### config.mk
export PLATFORM = sky130hd
export DESIGN_NAME = result_change_logger
export DESIGN_NICKNAME = d
export VERILOG_FILES = /design/src/rtl/result_logger_pkg.sv /design/src/rtl/result_change_logger_sync_fifo.sv /design/src/rtl/result_change_logger.sv
export SDC_FILE = /design/constraint.sdc
export NUM_CORES = 1
export LEC_CHECK = 0
export BUFFER_PORTS_ARGS = -buffer_cell sky130_fd_sc_hd__buf_2
export CAP_MARGIN = 20
export CORE_ASPECT_RATIO = 0.5
export CORE_MARGIN = 2
export CORE_UTILIZATION = 55
export CTS_BUF_LIST = sky130_fd_sc_hd__clkbuf_16
export DETAILED_ROUTE_END_ITERATION = 12
export PLACE_DENSITY = 0.76
export RECOVER_POWER = 25
export SLEW_MARGIN = 20
export SYNTH_ARGS = -nofsm -noshare
export SYNTH_HDL_FRONTEND = slang
export SYNTH_SLANG_ARGS = --single-unit
### constraint.sdc
create_clock -name clk -period 4.4 [get_ports clk]
set_input_delay 0.88 -clock clk [delete_from_list [all_inputs] [get_ports clk]]
set_output_delay 0.88 -clock clk [all_outputs]
set_load 0.005 [all_outputs]
### src/rtl/result_logger_pkg.sv
// result_logger_pkg: shared types and constants for the result change logger.
// Provides the FSM state type, the logged entry record {value, ts} and the
// drop counter saturation value.
package result_logger_pkg;

    localparam int WIDTH_DEF = 6;
    localparam int TS_W_DEF  = 16;
    localparam logic [7:0] DROP_MAX = 8'd255;

    typedef enum logic [1:0] {IDLE, PRIME, RUN} state_t;

    typedef struct packed {
        logic [WIDTH_DEF-1:0] value;
        logic [TS_W_DEF-1:0]  ts;
    } entry_t;

endpackage

### src/rtl/result_change_logger_sync_fifo.sv
// sync_fifo: first-in first-out store of entry_t records.
// Ports: clk, rst_n (async active-low), push/push_data, pop/pop_data,
// empty, full, level (occupancy 0..DEPTH).
// A push while full is accepted only if a pop happens in the same cycle.
// pop_data reads zero while empty.
module sync_fifo
    import result_logger_pkg::*;
#(
    parameter int DEPTH = 8
) (
    input  logic                     clk,
    input  logic                     rst_n,
    input  logic                     push,
    input  entry_t                   push_data,
    input  logic                     pop,
    output entry_t                   pop_data,
    output logic                     empty,
    output logic                     full,
    output logic [$clog2(DEPTH):0]   level
);

    localparam int AW = $clog2(DEPTH);
    localparam logic [AW:0] FULL_LVL = (AW+1)'(DEPTH);

    entry_t        mem_q [DEPTH];
    logic [AW:0]   wptr_q, wptr_d, rptr_q, rptr_d;
    logic          do_push, do_pop;

    // Pointers carry one extra wrap bit, so their difference is the occupancy.
    always_comb begin
        empty    = wptr_q == rptr_q;
        level    = wptr_q - rptr_q;
        full     = level == FULL_LVL;
        do_pop   = pop && !empty;
        do_push  = push && (!full || do_pop);
        wptr_d   = wptr_q + {{AW{1'b0}}, do_push};
        rptr_d   = rptr_q + {{AW{1'b0}}, do_pop};
        pop_data = empty ? '0 : mem_q[rptr_q[AW-1:0]];
    end

    always_ff @(posedge clk or negedge rst_n) begin
        if (!rst_n) begin
            wptr_q <= '0;
            rptr_q <= '0;
        end else begin
            wptr_q <= wptr_d;
            rptr_q <= rptr_d;
        end
    end

    always_ff @(posedge clk) begin
        if (do_push) mem_q[wptr_q[AW-1:0]] <= push_data;
    end

endmodule

### src/rtl/result_change_logger.sv
// result_change_logger: samples the logic-stage result vector and logs each
// change as a {value, timestamp} entry into a FIFO drained by valid/ready.
// Ports: clk, rst_n (async active-low), en (sampling enable), clear (clears
// overflow/drop_count), y_in (sampled vector), out_valid/out_ready/out_value/
// out_ts (FIFO head), level (occupancy), overflow (sticky drop flag),
// drop_count (saturating drop counter).
// Build option RESULT_LOGGER_FILTER_EN: a change is logged only once the new
// value has been seen on two consecutive RUN samples, with the first one's ts.
module result_change_logger
    import result_logger_pkg::*;
#(
    parameter int WIDTH = WIDTH_DEF,
    parameter int DEPTH = 8,
    parameter int TS_W  = TS_W_DEF
) (
    input  logic                     clk,
    input  logic                     rst_n,
    input  logic                     en,
    input  logic                     clear,
    input  logic [WIDTH-1:0]         y_in,
    output logic                     out_valid,
    input  logic                     out_ready,
    output logic [WIDTH-1:0]         out_value,
    output logic [TS_W-1:0]          out_ts,
    output logic [$clog2(DEPTH):0]   level,
    output logic                     overflow,
    output logic [7:0]               drop_count
);

    state_t           state_q, state_d;
    logic [TS_W-1:0]  ts_q, ts_d;
    logic [WIDTH-1:0] prev_q, prev_d;
    logic             overflow_q, overflow_d;
    logic [7:0]       drop_count_q, drop_count_d;
    logic             push, pop, drop, empty, full;
    entry_t           push_entry, head;
`ifdef RESULT_LOGGER_FILTER_EN
    logic [WIDTH-1:0] cand_q, cand_d;
    logic [TS_W-1:0]  cand_ts_q, cand_ts_d;
    logic             cand_vld_q, cand_vld_d;
`endif

    always_comb begin
        state_d    = state_q;
        prev_d     = prev_q;
        push       = 1'b0;
        push_entry = '0;
        ts_d       = en ? ts_q + TS_W'(1) : ts_q;
`ifdef RESULT_LOGGER_FILTER_EN
        cand_d     = cand_q;
        cand_ts_d  = cand_ts_q;
        cand_vld_d = 1'b0;
`endif
        if (!en) begin
            state_d = IDLE;
        end else if (state_q == IDLE) begin
            state_d = PRIME;
        end else if (state_q == PRIME) begin
            state_d = RUN;
            prev_d  = y_in;
        end else if (y_in != prev_q) begin
`ifdef RESULT_LOGGER_FILTER_EN
            // Second consecutive sample of the same new value confirms it.
            if (cand_vld_q && y_in == cand_q) begin
                push       = 1'b1;
                push_entry = '{value: cand_q, ts: cand_ts_q};
                prev_d     = y_in;
            end else begin
                cand_d     = y_in;
                cand_ts_d  = ts_q;
                cand_vld_d = 1'b1;
            end
`else
            push       = 1'b1;
            push_entry = '{value: y_in, ts: ts_q};
            prev_d     = y_in;
`endif
        end
        pop          = out_valid && out_ready;
        drop         = push && full && !pop;
        overflow_d   = clear ? 1'b0 : (overflow_q || drop);
        drop_count_d = clear ? 8'd0 :
                       (drop && drop_count_q != DROP_MAX) ? drop_count_q + 8'd1 : drop_count_q;
    end

    always_ff @(posedge clk or negedge rst_n) begin
        if (!rst_n) begin
            state_q      <= IDLE;
            ts_q         <= '0;
            prev_q       <= '0;
            overflow_q   <= 1'b0;
            drop_count_q <= '0;
`ifdef RESULT_LOGGER_FILTER_EN
            cand_q       <= '0;
            cand_ts_q    <= '0;
            cand_vld_q   <= 1'b0;
`endif
        end else begin
            state_q      <= state_d;
            ts_q         <= ts_d;
            prev_q       <= prev_d;
            overflow_q   <= overflow_d;
            drop_count_q <= drop_count_d;
`ifdef RESULT_LOGGER_FILTER_EN
            cand_q       <= cand_d;
            cand_ts_q    <= cand_ts_d;
            cand_vld_q   <= cand_vld_d;
`endif
        end
    end

    sync_fifo #(.DEPTH(DEPTH)) u_fifo (
        .clk       (clk),
        .rst_n     (rst_n),
        .push      (push),
        .push_data (push_entry),
        .pop       (out_ready),
        .pop_data  (head),
        .empty     (empty),
        .full      (full),
        .level     (level)
    );

    assign out_valid  = !empty;
    assign out_value  = head.value;
    assign out_ts     = head.ts;
    assign overflow   = overflow_q;
    assign drop_count = drop_count_q;

endmodule

==> metrics <==
count leader, synth edfxtp_1; Synth top cells by count edfxtp_1, nand2_1, mux4_2; Post-synth EDFFs 176; Hold WC Path Type reg2reg; sw frac 31.0%; CP cell instances buf_4, inv_1, buf_4, ha_1, nand3_1, nor2_2, buf_4, a21oi_1, buf_2; Worst path slowest cell ha_1; Max H-tree Level 1; Seq/Total Area, Yosys 70.5%; final wirelength 17.4 mm; number of global-route vias before repair 4823; IO buf count 46; Syn Std Cell Area 0.00895 mm2; count of final setup violators 0; Mapped Nets 547; TritonRoute pass-1 iters 5; largest net degree at the start of global routing 42; ys async rst share 18.9%; Critical Path Fanout Max 25; # placed instances 788; Worst-path clk slew 60 ps; Leak 3.67 nW; layout cells sized above 1 25.2%; total gr overflow 0; element type at the critical path start register; sequential share of power 44.4%; Synth Register Bits 217; RSZ-0062 raised after global routing false; postcts setup bufs 0; core area 0.0157 mm2; Syn-to-layout area delta 12.6%; Synth Warn # 0; Clock Sink Count 217; FF-to-FF path depth 10; initial core utilization 57.2%; MaxCap Viol Count 1; Clock Latency Late Sink 490 ps; Clk pwr share 26.4%; failing checks capacitance limit, slew limit; die width 184 um; worst vdd ir 0.000270 V; Finished Layout Cells 823; CTS Hold Bufs 0; CP top delay family buffers and inverters; critical path depth 9; top cell type's share of synthesized area 59.0%; critical path type reg2out; first-pass GRT wire length 27.1 mm; Critical Path RT 3520 ps; cell row count 32; cell area power density 578 mW/mm2; Routed WL per cell 21.2 um; synthesized instance count 526; NetSw 1.81 mW; Max clock buf depth 3; Nets 610; Hold Path Depth 1; DP Wirelength 11.0 mm; slew of the pin with the lowest slew margin 2170 ps; Routed Antenna Nets 0; Final Skew 18.0 ps; CTS tree built; worst path bufs/invs 5; die height 94.2 um; Synth cell types 41; period utilization 82.0%; GRT Util Overall 21.0%; setup tns final 0 ps; post-CTS sizing 0; top cells by area, synth edfxtp_1, dfrtp_1, mux4_2; CP startpoint u_fifo.rptr_q[2]$_DFF_PN0_; Setup crit end kind output port; Pint 4.02 mW; Mapped Avg Cell Area 17.0 um2; fmax 277 MHz; Worst Min Path Start ts_q[15]$_DFFE_PN0P_; DRC viols 0; FF-to-FF Start u_fifo.rptr_q[2]$_DFF_PN0_; CP peak stage delay 390 ps; Final Hold Viols 0; status finished, violations left; antenna violations before repair 0; CTS Root Buffer Type clkbuf_16; Diodes inserted 0; vias per cell 5.81; Die Footprint 0.0174 mm2; Final Slew Violations 42; I/O pin total 47; top_reg_cell synth edfxtp_1; Synth area leader edfxtp_1; relative slew slack -44.9%; DR vias 4781; Min Clock Period, post-route 3610 ps; Worst Path Arrival 2730 ps; final RePlAce weighted congestion 0.755; Num CTS Buffers 20; CP most frequent cell buf_4; first-iteration detailed-routing DRC count 472; combinational share of power 29.2%
==> stage by stage <==
stage               util (%)  cell area, um2  worst slack [ps]  hold WS, ps  total power [mW]
floorplan                  -            8950               106          434              3.75
global placement        60.8            9520              1360          450              4.29
detailed placement      60.8            9520              1260          467              4.33
CTS                     64.5           10100               797          480              5.88
global route            64.4           10100               669          487              6.12
finish                  64.4           10100               791          478              5.82
==> cell type report <==
class	count	area [um2]
clock buffers	20	500
well taps	221	277
clock inverters	15	77.6
fillers	1057	5570
repair buffers	65	362
multi-input cells	274	2510
inverters	11	41.3
flip-flops and latches	217	6310
==> sequential cells by signal, indices dropped and copies added (netlist names) <==
register	cells
u_fifo.mem_q	176
ts_q	16
drop_count	8
prev_q	6
u_fifo.rptr_q	4
u_fifo.wptr_q	4
state_q	2
overflow	1
==> cells in the final DEF, fill, tap and decap left out, types with 4 or more instances in the layout <==
cell type and n:
clkbuf_16 20, clkbuf_1 7, and2_1 12, a21oi_1 29, edfxtp_1 176, mux2_1 4, ha_1 9, nand2_1 59
and2_0 12, nor2b_1 4, buf_4 18, mux2_2 7, nor2_2 7, inv_1 16, nand3_1 10, dfrtp_1 39
xnor2_1 11, xor2_1 17, nor2_1 9, buf_2 40, clkinv_1 5, nand4_1 5, mux4_2 44
==> per-layer routing <==
layer	global-route usage, %	share of wire (%)	up-vias
li1	-	-	2121
met1	32.2	45	2457
met2	32.3	46	183
met3	3.57	8.1	20
met4	4.20	1.2	0
met5	0	0	-
==> final timing paths <==
| kind | endpoint | slack (ps) |
|---|---|---|
| min | ts_q[15]$_DFFE_PN0P_ | 480 |
| max in group asynchronous | u_fifo.rptr_q[0]$_DFF_PN0_ | 1970 |
| min in group asynchronous | drop_count[7]$_DFFE_PN0P_ | 1040 |
| max reg2reg | u_fifo.mem_q[0][20]$_DFFE_PP_ | 1210 |
| min reg2reg | ts_q[15]$_DFFE_PN0P_ | 480 |
| max | out_value[0] | 790 |
==> power by group through the flow <==
stage	logic [mW]	clock network (mW)	registers [mW]
2_1_floorplan	1.24	0	2.51
3_3_place_gp	1.67	0	2.62
3_5_place_dp	1.70	0	2.63
4_1_cts	1.72	1.57	2.59
5_1_grt	1.85	1.65	2.61
6_report	1.70	1.54	2.59
==> kinds of logic (layout without fill, tap and decap cells) <==
family          count (synthesis)  in the layout  share of synthesized area, %
mux                            56             56                          12.6
compound gates                 36             36                          2.22
flops                         217            217                          70.5
buf+inv                        35            111                          1.71
xor+xnor                       28             28                          2.74
fa+ha+maj                      10             10                          1.48
simple gates                  144            144                          8.78
Note: power is estimated with default switching activity, not from simulation.
